## config.mk

```make
export PLATFORM = sky130hd
export DESIGN_NAME = vga_timing_gen
export DESIGN_NICKNAME = d
export VERILOG_FILES = /design/src/rtl/vga_timing_gen_pkg.sv /design/src/rtl/vga_axis_counter.sv /design/src/rtl/vga_timing_gen.sv
export SDC_FILE = /design/constraint.sdc
export NUM_CORES = 1
export LEC_CHECK = 0
export ABC_AREA = 1
export CAP_MARGIN = 20
export CORE_MARGIN = 2
export CORE_UTILIZATION = 45
export DETAILED_ROUTE_END_ITERATION = 6
export GPL_ROUTABILITY_DRIVEN = 1
export PLACE_DENSITY = 0.72
export SLEW_MARGIN = 30
export SYNTH_ARGS = -nofsm -noshare
export SYNTH_HDL_FRONTEND = slang
export SYNTH_SLANG_ARGS = --single-unit
```

## constraint.sdc

```tcl
create_clock -name clk -period 1.7 [get_ports clk]
set_input_delay 0.34 -clock clk [delete_from_list [all_inputs] [get_ports clk]]
set_output_delay 0.34 -clock clk [all_outputs]
set_load 0.1 [all_outputs]
```

## src/rtl/vga_timing_gen_pkg.sv

```systemverilog
// Shared constants and helpers for the VGA raster timing generator.
// Defaults describe 640x480@60 with a 25.175 MHz pixel clock.
package vga_timing_gen_pkg;

  localparam int POS_W     = 10;
  localparam int POS_LIMIT = 1 << POS_W;

  localparam int H_DISPLAY_DEF = 640;
  localparam int H_FRONT_DEF   = 16;
  localparam int H_SYNC_DEF    = 96;
  localparam int H_BACK_DEF    = 48;

  localparam int V_DISPLAY_DEF = 480;
  localparam int V_FRONT_DEF   = 10;
  localparam int V_SYNC_DEF    = 2;
  localparam int V_BACK_DEF    = 33;

  localparam int H_TOTAL_DEF =
    H_DISPLAY_DEF + H_FRONT_DEF +
    H_SYNC_DEF + H_BACK_DEF;
  localparam int V_TOTAL_DEF =
    V_DISPLAY_DEF + V_FRONT_DEF +
    V_SYNC_DEF + V_BACK_DEF;

  localparam int FRAME_W_DEF = 10;

  function automatic logic sync_level(
    input logic asserted,
    input logic active_low
  );
    return asserted ^ active_low;
  endfunction

endpackage

```

## src/rtl/vga_axis_counter.sv

```systemverilog
// One raster axis: position counter plus registered active/sync flags.
// Flags are derived from the next position so they line up with pos.
module vga_axis_counter
  import vga_timing_gen_pkg::*;
#(
  parameter int DISPLAY = 640,
  parameter int FRONT   = 16,
  parameter int SYNC    = 96,
  parameter int BACK    = 48
) (
  input  logic             clk,
  input  logic             rst_n,
  input  logic             inc,
  output logic [POS_W-1:0] pos,
  output logic             active,
  output logic             sync_asserted,
  output logic             last
);

  localparam int TOTAL = DISPLAY + FRONT + SYNC + BACK;

  if (TOTAL > POS_LIMIT) begin : g_total_chk
    $error("axis total exceeds counter range");
  end

  localparam logic [POS_W-1:0] LAST_POS =
    POS_W'(TOTAL - 1);
  localparam logic [POS_W-1:0] DISP_END =
    POS_W'(DISPLAY);
  localparam logic [POS_W-1:0] SYNC_BEG =
    POS_W'(DISPLAY + FRONT);
  localparam logic [POS_W-1:0] SYNC_END =
    POS_W'(DISPLAY + FRONT + SYNC);

  logic [POS_W-1:0] pos_q, pos_d;
  logic             active_q, active_d;
  logic             sync_q, sync_d;

  assign last = (pos_q == LAST_POS);

  always_comb begin
    pos_d    = pos_q;
    active_d = active_q;
    sync_d   = sync_q;
    if (inc) begin
      pos_d    = last ? '0 : pos_q + 1'b1;
      active_d = (pos_d < DISP_END);
      sync_d   = (pos_d >= SYNC_BEG) &&
                 (pos_d < SYNC_END);
    end
  end

  // Parked on the last position so the first step lands on 0.
  always_ff @(posedge clk or negedge rst_n) begin
    if (!rst_n) begin
      pos_q    <= LAST_POS;
      active_q <= 1'b0;
      sync_q   <= 1'b0;
    end else begin
      pos_q    <= pos_d;
      active_q <= active_d;
      sync_q   <= sync_d;
    end
  end

  assign pos           = pos_q;
  assign active        = active_q;
  assign sync_asserted = sync_q;

endmodule

```

## src/rtl/vga_timing_gen.sv

```systemverilog
// VGA raster timing: coordinates, active video, syncs, strobes.
// All outputs are aligned to the same pixel for the renderer.
module vga_timing_gen
  import vga_timing_gen_pkg::*;
#(
  parameter int H_DISPLAY       = H_DISPLAY_DEF,
  parameter int H_FRONT         = H_FRONT_DEF,
  parameter int H_SYNC          = H_SYNC_DEF,
  parameter int H_BACK          = H_BACK_DEF,
  parameter int V_DISPLAY       = V_DISPLAY_DEF,
  parameter int V_FRONT         = V_FRONT_DEF,
  parameter int V_SYNC          = V_SYNC_DEF,
  parameter int V_BACK          = V_BACK_DEF,
  parameter bit SYNC_ACTIVE_LOW = 1'b1,
  parameter int FRAME_W         = FRAME_W_DEF
) (
  input  logic               clk,
  input  logic               rst_n,
  input  logic               ce,
  output logic               hsync,
  output logic               vsync,
  output logic               display_on,
  output logic [POS_W-1:0]   hpos,
  output logic [POS_W-1:0]   vpos,
  output logic               line_start,
  output logic               frame_start,
  output logic [FRAME_W-1:0] frame_count
);

  logic h_active, h_sync, h_last;
  logic v_active, v_sync, v_last;
  logic v_inc;

  assign v_inc = ce && h_last;

  vga_axis_counter #(
    .DISPLAY (H_DISPLAY),
    .FRONT   (H_FRONT),
    .SYNC    (H_SYNC),
    .BACK    (H_BACK)
  ) u_h (
    .clk           (clk),
    .rst_n         (rst_n),
    .inc           (ce),
    .pos           (hpos),
    .active        (h_active),
    .sync_asserted (h_sync),
    .last          (h_last)
  );

  vga_axis_counter #(
    .DISPLAY (V_DISPLAY),
    .FRONT   (V_FRONT),
    .SYNC    (V_SYNC),
    .BACK    (V_BACK)
  ) u_v (
    .clk           (clk),
    .rst_n         (rst_n),
    .inc           (v_inc),
    .pos           (vpos),
    .active        (v_active),
    .sync_asserted (v_sync),
    .last          (v_last)
  );

  logic               line_start_q, line_start_d;
  logic               frame_start_q, frame_start_d;
  logic [FRAME_W-1:0] frame_count_q, frame_count_d;

  always_comb begin
    line_start_d  = v_inc;
    frame_start_d = v_inc && v_last;
    frame_count_d = frame_count_q;
    if (frame_start_d) begin
      frame_count_d = frame_count_q + 1'b1;
    end
  end

  always_ff @(posedge clk or negedge rst_n) begin
    if (!rst_n) begin
      line_start_q  <= 1'b0;
      frame_start_q <= 1'b0;
      frame_count_q <= '0;
    end else begin
      line_start_q  <= line_start_d;
      frame_start_q <= frame_start_d;
      frame_count_q <= frame_count_d;
    end
  end

  assign display_on  = h_active && v_active;
  assign hsync       = sync_level(h_sync, SYNC_ACTIVE_LOW);
  assign vsync       = sync_level(v_sync, SYNC_ACTIVE_LOW);
  assign line_start  = line_start_q;
  assign frame_start = frame_start_q;
  assign frame_count = frame_count_q;

endmodule

```

### Word level (Yosys, flattened, before mapping)

Cells that the tools add are included.

| word-level totals | value |
|---|---|
| bits in registers | 36 |
| bits in latches | 0 |
| RAM bits | 0 |
| ROM bits | 0 |
| bits of input ports | 3 |
| memories kept | 0 |

| cells by class | value |
|---|---|
| add/subtract/negate cells | 3 |
| $mul | 0 |
| divide/modulo/power cells | 0 |
| magnitude comparators | 6 |
| eq/ne operators | 2 |
| shifts and indexed selects | 0 |
| multiplexer cells | 2 |
| bitwise operators | 2 |
| reductions and logical operators | 5 |

Operator list:

| operator | count |
|---|---|
| 10-bit by 1-bit adder with 10-bit output, second input constant | 3 |
| 10-bit equality test, second input constant | 2 |
| 10-bit less-than comparator, second input constant | 2 |
| 10-bit by 9-bit less-than comparator with 1-bit output, second input constant | 2 |
| 10-bit two-way mux | 2 |
| 10-bit >= comparator, second input constant | 1 |
| 10-bit by 9-bit >= comparator with 1-bit output, second input constant | 1 |
| 1-bit logical AND | 5 |
| 1-bit NOT | 2 |

### Logic depth before layout (Yosys ltp)

| logic depth | value |
|---|---|
| word-level depth | 4 |
| gate-level depth with buffers | 12 |
| mapped depth without buffers | 12 |

### By module

A second synthesis with hierarchy kept.

| second synthesis, totals | value |
|---|---|
| cell total of the unflattened synthesis | 279 |
| area, all modules | 2150.8 µm² |

By module, submodules not included:

| module | instances | cells an instance | area each (µm²) | sequential area each (µm²) |
|---|---|---|---|---|
| vga_axis_counter (u_v) | 1 | 110 | 780.7 | 304.0 |
| vga_axis_counter (u_h) | 1 | 103 | 750.7 | 309.0 |
| vga_timing_gen | 1 | 66 | 619.3 | 300.3 |

### Worst setup path before layout

OpenSTA, ideal clock, no wires.

| timing | value |
|---|---|
| path kind | reg-to-reg |
| start point | reg u_h.pos_q[1] (netlist: u_h.pos[1]) |
| end point | reg frame_count_q[2] (netlist: frame_count[2]) |
| setup time | 0.159 ns |
| data arrival time | 2.021 ns |
| data required time | 1.541 ns |
| slack | -0.480 ns |
| cell stages (with the launch flop) | 8 |
| buffers on the path | 0 |
| clock period less this slack | 2.180 ns |
| cell sequence | dfstp_2 ha_1 nand2_2 nor2_8 nand3_2 nor3_4 nand2_1 xnor2_1 |

| on the way | value |
|---|---|
| word-level cells in the longest chain between the ends | 3 |

RTL lines:

| element | RTL line | text |
|---|---|---|
| from (decl) | vga_axis_counter.sv:35 | `logic [POS_W-1:0] pos_q, pos_d;` |
| from (signal assigned) | vga_axis_counter.sv:60 | `pos_q <= pos_d;` |
| 10-bit equality test | vga_axis_counter.sv:39 | `assign last = (pos_q == LAST_POS);` |
| 1-bit logical AND | vga_timing_gen.sv:34 | `assign v_inc = ce && h_last;` |
| 1-bit logical AND | vga_timing_gen.sv:72 | `frame_start_d = v_inc && v_last;` |
| net frame_start_d | vga_timing_gen.sv:67 | `logic frame_start_q, frame_start_d;` |
| to (signal assigned) | vga_timing_gen.sv:87 | `frame_count_q <= frame_count_d;` |
| to (decl) | vga_timing_gen.sv:68 | `logic [FRAME_W-1:0] frame_count_q, frame_count_d;` |

The timed path passes the listed nets, and every way through them passes these cells.
A chain may end at the register's enable or synchronous reset.

### Worst setup path in the final report

| timing | value |
|---|---|
| start point | reg u_h.pos_q[0] (netlist: u_h.pos[0]) |
| end point | reg frame_count_q[5] (netlist: frame_count[5]) |

| on the way | value |
|---|---|
| word-level cells in the longest chain between the ends | 3 |

RTL lines:

| element | RTL line |
|---|---|
| 10-bit equality test | vga_axis_counter.sv:39 |
| 1-bit logical AND | vga_timing_gen.sv:34 |
| 1-bit logical AND | vga_timing_gen.sv:72 |

No other way between the ends.

==> metrics.yaml <==
place:
  portBuffers: 37
  routabilityCongestion: 0.836
  dpl.hpwl_mm: 3.90
  pre_cts_ws_ns: -0.113
  numPlacedInstances: 400
power_and_ir_drop:
  seq_power_share: 0.339
  p_int_uw: 2020
  p_comb_frac: 0.466
  p_leak_uw: 0.00165
  power.switching_uw: 1600
  switching_share: 0.442
  cellPowerDensity_mw_per_mm2: 1040
  clkPwrFrac: 0.195
  vdd_drop_max_uv: 1220
die:
  core-area_sq_mm: 0.00469
  die_y_um: 73.5
  die_w_um: 73.5
  io_pins: 38
  floorplan.initialDensity: 0.463
  num_rows: 25
  dieArea_sq_mm: 0.00540
clock_tree:
  clk_pin_slew_ns: 0.08
  cts_buffers: 5
  worst_skew_pair.late_latency_ns: 0.30
  h-tree-depth: 2
  root_buffer: "clkbuf_8"
  clock-sinks: 36
  ctsLongestPathBuffers: 2
  holdBufCountCts: 0
  cts_tree: "yes"
synth:
  synthTopCellsByArea: "dfrtp_1 (30%), nand2_1 (16%), dfstp_2 (12%), inv_1 (6.2%), nand3_1 (5.8%)"
  synth.distinct_cells: 30
  synth_top_cell_by_area: "dfrtp_1"
  synth_fp_nets: 296
  synth_top_area_share: 0.300
  yosys_warnings: 0
  syn_inst: 288
  seq_area_frac_synth: 0.421
  ys_top_cells_by_count: "nand2_1 (94), inv_1 (36), nor2_1 (29)"
  synth_seq_cells: 36
  synth-edff-count: 0
  synth.most_common_cell: "nand2_1"
  synth.avg_cell_area_sq_um: 7.54
  async_flop_share: 1.00
  ys.flop_type: "dfrtp_1"
  syn_area_sq_mm: 0.00217
timing:
  drv_slew: 0
  fin_tns_setup_ns: -0.984
  rsz0062_at_grt: "true"
  final_hold_viol_count: 0
  worst_slack_ns: -0.114
  relSlewSlack: 0.702
  fin_crit_ns: 1.81
  tightest_slew_ns: 0.445
  period_share: 1.07
  setup_violations: 15
  fmax_ghz: 0.551
  skew_ns: 0.0131
setup_path:
  required_ns: 1.88
  cp_max_fo: 6
  worstSetupStartpointType: "flip-flop"
  rr_worst_depth: 8
  arrival_ns: 1.99
  path_class: "flip-flop to flip-flop"
  worstSetupEndpointType: "flip-flop"
route:
  wl_mm: 5.59
  viasPerCell: 5.08
  wl_per_cell_um: 13.4
  num_vias: 2118
  drcViolationCount: 0
  firstDrtPassIters: 5
  final_antenna_net_count: 0
  first_iter_violations: 136
outcome:
  status: "finished, violations left"
  violations: "negative setup slack"
finish:
  layout.cells.non_filler: 417
  syn2layout_area_growth_pct: 60.4
  antenna_cells: 0
  nNetsFinal: 370
  drive_gt1_frac: 0.358
hold_path:
  hold_path.class: "input port to async pin"
grt:
  track_usage: 0.218
  grt-ovfl-total: 0
  grt_pass1_wl_mm: 9.03
  grt_pass1_vias: 1970
  grt_max_degree: 37
  antenna_found_initial: 0
job:
  maxCapViolCount: 0
flip-flops by register name, indices dropped and copies added, names as in the netlist:
| name | flops |
|---|---|
| frame_count | 10 |
| u_v.active | 1 |
| frame_start | 1 |
| u_v.sync_asserted | 1 |
| u_h.sync_asserted | 1 |
| u_h.pos | 10 |
| u_h.active | 1 |
| line_start | 1 |
| u_v.pos | 10 |
power groups by stage:
stage | Clock [uW] | Combinational [uW] | Sequential [uW]
finish | 703 | 1680 | 1220
global route | 757 | 1770 | 1250
CTS | 717 | 1650 | 1220
detailed placement | 0 | 1610 | 1240
global placement | 0 | 1590 | 1240
floorplan | 0 | 372 | 1870
final timing paths:
check / start / endpoint / slack, ns
worst max-delay path: u_h.pos[0] / frame_count[5] / -0.11
min in group clk: u_v.sync_asserted / u_v.sync_asserted / 0.49
max in group asynchronous: rst_n / u_h.pos[3] / 1.03
worst max register to register: u_h.pos[0] / frame_count[5] / -0.11
worst min register to register: u_v.sync_asserted / u_v.sync_asserted / 0.49
worst min-delay path: rst_n / u_v.pos[5] / 0.41
logic make-up (layout without fill, tap and decap cells):
logic type | Yosys count | after routing | share of synthesized area
xor+xnor | 12 | 12 | 0.0484
flops | 36 | 36 | 0.421
buf+inv | 41 | 115 | 0.0744
simple gates | 171 | 172 | 0.373
compound gates | 23 | 23 | 0.0542
fa+ha+maj | 5 | 5 | 0.0288
per-layer routing:
metal	up-vias	wire (um)	global-route usage
met5	-	0	0
met4	0	87	0.0909
met2	60	2790	0.337
met3	7	237	0.0357
met1	986	2480	0.303
li1	1065	-	-
worst max-delay path: stages, from the launching register on:
cell	delay (ns)
dfstp_4	0.64
ha_4	0.14
nand2_4	0.07
nor2_8	0.12
nand3_4	0.09
nor2_4	0.23
nand4_4	0.19
nand2_1	0.13
o21ai_1	0.08
layout make-up:
class,count,area (sq um)
clock buffer,7,97.6
clock inverter,1,5.00
fill,333,1210
inverter,38,145
multi-input combinational,212,1230
sequential,36,956
tap,54,67.6
timing repair buffer,69,985
per-stage QoR:
| stage | util | power [uW] | cell area [sq um] | hold WS [ns] |
|---|---|---|---|---|
| floorplan | - | 2240 | 2230 | 0.0444 |
| global placement | 0.681 | 2820 | 3190 | 0.466 |
| detailed placement | 0.681 | 2840 | 3190 | 0.470 |
| CTS | 0.714 | 3590 | 3350 | 0.420 |
| global route | 0.742 | 3780 | 3480 | 0.430 |
| finish | 0.742 | 3610 | 3480 | 0.414 |
what timing repair did:
item / in CTS / in global routing
buffers inserted: 5 / 3
resized for setup: 6 / 29
pin swaps: 2 / 8
endpoints found under the setup margin: 16 / 24
cloned: 0 / 1
cell usage in the layout, fill, tap and decap left out, types with 2 or more instances in the layout:
cell type	Yosys	final
buf_12	0	36
buf_4	0	28
buf_6	1	3
clkbuf_8	0	5
clkdlybuf4s50_1	0	2
dfrtp_1	26	18
dfrtp_2	0	7
dfstp_2	10	2
dfstp_4	0	8
ha_1	5	3
inv_1	36	34
inv_2	2	3
nand2_1	94	87
nand2_2	1	7
nand2_4	1	2
nand3_1	25	24
nand3_4	1	4
nand4_1	7	7
nand4_4	1	2
nor2_1	29	21
nor2_2	1	7
nor2_4	2	4
nor3_4	1	2
o21ai_0	19	15
o21ai_1	2	5
xnor2_1	5	5
xor2_1	7	7
(Power assumes the default switching activity.)
